==> src/rtl/serializer_tx6.sv <==
// serializer_tx6: parallel-in/serial-out transmitter, LSB first, valid/ready load.
// Optional feature macro: SERIALIZER_PARITY_EN appends one even-parity bit per frame.
module serializer_tx6 #(
   parameter int   WIDTH      = 6,
   parameter logic IDLE_LEVEL = 1'b0
) (
   input  logic                          clockpulse,
   input  logic                          clear,
   input  logic                          load_valid,
   output logic                          load_ready,
   input  logic [WIDTH-1:0]              load_data,
   input  logic                          abort,
   output logic                          serial_output,
   output logic                          frame_active,
   output logic [$clog2(WIDTH+2)-1:0]    bit_count,
   output logic                          done
);

   localparam int CW = $clog2(WIDTH+2);
   localparam logic [CW-1:0] LAST_BIT = CW'(WIDTH-1);

`ifdef SERIALIZER_PARITY_EN
   typedef enum logic [1:0] {IDLE, SHIFT, PARITY} state_t;
`else
   typedef enum logic [1:0] {IDLE, SHIFT} state_t;
`endif

   state_t           state, state_n;
   logic [WIDTH-1:0] shreg, shreg_n;
   logic [CW-1:0]    count_q, count_n;
   logic             done_q, done_n;
   logic             armed;
`ifdef SERIALIZER_PARITY_EN
   logic             parity_q, parity_n;
`endif

   // Register all state; armed keeps load_ready low until the first edge after reset release
   always_ff @(posedge clockpulse or negedge clear) begin
      if (!clear) begin
         state   <= IDLE;
         shreg   <= '0;
         count_q <= '0;
         done_q  <= 1'b0;
         armed   <= 1'b0;
`ifdef SERIALIZER_PARITY_EN
         parity_q <= 1'b0;
`endif
      end else begin
         state   <= state_n;
         shreg   <= shreg_n;
         count_q <= count_n;
         done_q  <= done_n;
         armed   <= 1'b1;
`ifdef SERIALIZER_PARITY_EN
         parity_q <= parity_n;
`endif
      end
   end

   // Next-state and output decode; outputs depend only on registered state
   always_comb begin
      state_n       = state;
      shreg_n       = shreg;
      count_n       = count_q;
      done_n        = 1'b0;
`ifdef SERIALIZER_PARITY_EN
      parity_n      = parity_q;
`endif
      load_ready    = armed && (state == IDLE);
      frame_active  = (state != IDLE);
      serial_output = IDLE_LEVEL;
      bit_count     = count_q;
      done          = done_q;

      case (state)
         IDLE: begin
            if (load_valid && armed && !abort) begin
               shreg_n = load_data;
               count_n = '0;
               state_n = SHIFT;
`ifdef SERIALIZER_PARITY_EN
               parity_n = ^load_data;
`endif
            end
         end
         SHIFT: begin
            serial_output = shreg[0];
            shreg_n       = {IDLE_LEVEL, shreg[WIDTH-1:1]};
            if (count_q == LAST_BIT) begin
`ifdef SERIALIZER_PARITY_EN
               state_n = PARITY;
               count_n = CW'(WIDTH);
`else
               state_n = IDLE;
               count_n = '0;
               done_n  = 1'b1;
`endif
            end else begin
               count_n = count_q + CW'(1);
            end
         end
`ifdef SERIALIZER_PARITY_EN
         PARITY: begin
            serial_output = parity_q;
            state_n       = IDLE;
            count_n       = '0;
            done_n        = 1'b1;
         end
`endif
         default: begin
            state_n = IDLE;
            count_n = '0;
         end
      endcase

      if (abort) begin
         state_n = IDLE;
         count_n = '0;
         done_n  = 1'b0;
      end
   end

endmodule
==> config.mk <==
export PLATFORM = sky130hd
export DESIGN_NAME = serializer_tx6
export DESIGN_NICKNAME = d
export VERILOG_FILES = /design/src/rtl/serializer_tx6.sv
export SDC_FILE = /design/constraint.sdc
export NUM_CORES = 1
export LEC_CHECK = 0
export CORE_AREA = 10 10 47 49
export CTS_CLUSTER_DIAMETER = 80
export CTS_CLUSTER_SIZE = 8
export DETAILED_ROUTE_END_ITERATION = 10
export DIE_AREA = 0 0 57 59
export GPL_TIMING_DRIVEN = 0
export PLACE_DENSITY = 0.72
export SLEW_MARGIN = 25
export SYNTH_ARGS = -nofsm -noshare
export SYNTH_HDL_FRONTEND = slang
export SYNTH_SLANG_ARGS = --single-unit
==> constraint.sdc <==
create_clock -name clockpulse -period 1.82 [get_ports clockpulse]
set_input_delay 0.455 -clock clockpulse [delete_from_list [all_inputs] [get_ports clockpulse]]
set_output_delay 0.455 -clock clockpulse [all_outputs]
set_load 0.1 [all_outputs]
==> impl_metrics.tcl, run 1 <==
set metrics [dict create \
    routed_via_density 5.104 \
    clock_skew_ns 0.007140 \
    ys_types 15 \
    core_um2 1401 \
    start_util 0.4045 \
    maxCapViolations 0 \
    yosys-top-cells-area "dfrtp_1, a21oi_1, nor2b_1" \
    insertedDiodeCount 0 \
    cp.arrival_ns 1.30 \
    drt_first_pass_iters 6 \
    ys_seq_elements 12 \
    root_buffer "clkbuf_4" \
    detail_route.iter0.violations 7 \
    r2r-end "bit_count[1]$_DFFE_PN0P_" \
    syn_nets 70 \
    clock_path_buffers 2 \
    cts_made_buffers 3 \
    synth_largest_area_cell "dfrtp_1" \
    cpPeakStageDelay_ns 0.59 \
    grtUsageMet2 0.1163 \
    maxSlewHeadroom 0.6287 \
    start_kind "flip-flop" \
    yosys-top-cells-count "a21oi_1, dfrtp_1, nand2_1" \
    yosys_warnings 0 \
    top_usage_layer "met2" \
    drv_slew 0 \
    dieArea_um2 3363 \
    place.gp.congestion 0.7150 \
    clock_latency_ns 0.28 \
    grt_overflow_total 0 \
    path_class "reg2out" \
    layout_setup_ws_ns 0.06265 \
    setup_viol 0 \
    h-tree-depth 1 \
    grt_use_met1 0.09681 \
    cts.sinks 12 \
    cts_tree "done" \
    synth_top_area_frac 0.5298 \
    crit_cells 1 \
    grt_usage 0.08173 \
    path_max_fanout 6 \
    path_delay_family "buffers and inverters" \
    min_period_over_period 0.9656 \
    syn_area_um2 566.8 \
    cp_slowest_cell "clkdlybuf4s15_2" \
    peakVddDrop_uv 403.5 \
    antenna_found_initial 0 \
    nets 91 \
    p_per_area_nw_per_um2 885.0 \
    cp_num_buf_inv 1 \
    synthArstFlopShare 1.000 \
    grt_pass1_wl_mm 2.173 \
    die_x_um 57 \
    worst_pin_slew_ns 0.5596 \
    vias 490 \
    rrSetupSlack_ns 0.63 \
    synthCells 60 \
    syn-mean-instance-area_um2 9.447 \
    hold_class "in2async" \
    io_buffers 16 \
    dp_slack_ns -0.7506 \
    ios 17 \
    gr-usage-met3 0.04506 \
    fmax_mhz 569.0 \
    synth.most_common_cell "a21oi_1" \
    min_period_ns 1.757 \
    cts_hold_buf 0 \
    crit_required_ns 1.36 \
    wl_per_cell_um 13.33 \
    area_growth_syn_to_layout_pct 41.72 \
    drive_gt1_frac 0.2125 \
    ant_nets 0 \
    worst_r2r_path_depth 2 \
    rows 14 \
    drc 0 \
    r2r_start "bit_count[1]$_DFFE_PN0P_" \
    seq_area_frac_synth 0.5298 \
    totalWireLength_mm 1.280 \
    power.leakage_uw 0.0003428 \
    dieHeight_um 59 \
    dp_hpwl_um 958.2 \
    crit_path_end_kind "output port" \
    crit_chain "clkdlybuf4s15_2" \
    clk_pin_slew_worst_paths_ns 0.08 \
    rsz0062_at_grt "no" \
    synth-edff-count 0 \
    grt_max_degree 13 \
    status "finished clean" \
    hold_viol 0 \
    power.total_uw 710.9 \
    grt_pass1_vias 469 \
    synth_flop_cell "dfrtp_1" \
]
[layout by cell type (no fill, tap or decap)]
master	Yosys	final
a21oi_1	15	15
dfrtp_1	12	11
nand2_1	9	9
clkdlybuf4s50_1	0	9
nor2b_1	6	5
nand3b_1	4	4
clkbuf_4	0	4
clkdlybuf4s15_2	0	4
buf_2	1	3
nand2b_1	3	3
a311oi_1	2	2
nor3b_1	1	1
nor2b_4	0	1
and2_4	0	1
and3b_1	1	1
or3b_1	1	1
or2_2	1	1
conb_1	1	1
clkbuf_1	2	1
buf_12	0	1
buf_6	0	1
dfrtp_4	0	1
[sequential cells by signal (all words and copies together) (netlist names)]
signal / count
shreg: 6
bit_count: 3
armed: 1
done: 1
state: 1
[kinds of logic after synthesis]
group / synth area share
AOI/OAI and AO/OA: 0.1634
buffers and inverters: 0.02207
DFF: 0.5298
other: 0.006616
and+or+nand+nor: 0.2782
[report_power, final]
group          internal (uW)  total [uW]  switching [uW]
clock                   85.1         181            95.5
combinational           74.2         200             125
sequential               305         331            25.5
total                    465         711             246
[final cells by class]
cell class | count | area (um^2)
Timing Repair Buffer | 16 | 171.4
Sequential cell | 12 | 304.0
Buffer | 3 | 17.52
Multi-Input combinational cell | 45 | 264.0
Fill cell | 137 | 598.1
Tap cell | 16 | 20.02
Clock buffer | 4 | 26.28
[through the flow]
step / utilization / cells / area, um^2 / TNS (ns) / hold WS (ns)
global route: 0.5732 / 96 / 803.3 / 0 / 0.5500
floorplan: - / 60 / 581.8 / 0 / 0.1594
finish: 0.5732 / 96 / 803.3 / 0 / 0.5210
global placement: 0.5438 / 92 / 762.0 / -2.219 / 0.5058
detailed placement: 0.5438 / 92 / 762.0 / -2.217 / 0.5184
CTS: 0.5696 / 96 / 798.3 / 0 / 0.5290
[repair_timing]
item                                    4_1_cts  5_1_grt
gates resized for setup                      30        7
endpoints found under the setup margin        7        3
buffers inserted                              0        0
[worst max-delay path by stage]
stage	startpoint	end	slack, ns
6_report	bit_count[1]$_DFFE_PN0P_	bit_count[1]	0.06
5_1_grt	state[0]$_DFFE_PN0P_	load_ready	0.007
4_1_cts	state[0]$_DFFE_PN0P_	load_ready	0.01
3_5_place_dp	state[0]$_DFFE_PN0P_	serial_output	-0.75
3_3_place_gp	state[0]$_DFFE_PN0P_	serial_output	-0.76
2_1_floorplan	state[0]$_DFFE_PN0P_	load_ready	0.03
[metal layers]
layer,vias to the layer above,part of all wire
met5,-,0
met4,0,0.023
met3,4,0.084
met2,16,0.46
met1,222,0.43
li1,248,-
No activity file was read; power rests on OpenSTA's default activity.
==> run 2: changes to the inputs <==
--- a/config.mk
+++ b/config.mk
@@ -5,6 +5,7 @@
 export SDC_FILE = /design/constraint.sdc
 export NUM_CORES = 1
 export LEC_CHECK = 0
+export ABC_CLOCK_PERIOD_IN_PS = 1820
 export CORE_AREA = 10 10 47 49
 export CTS_CLUSTER_DIAMETER = 80
 export CTS_CLUSTER_SIZE = 8
==> results of run 2 <==
No change in the layout: final DEF, timing and power equal those of run 1.
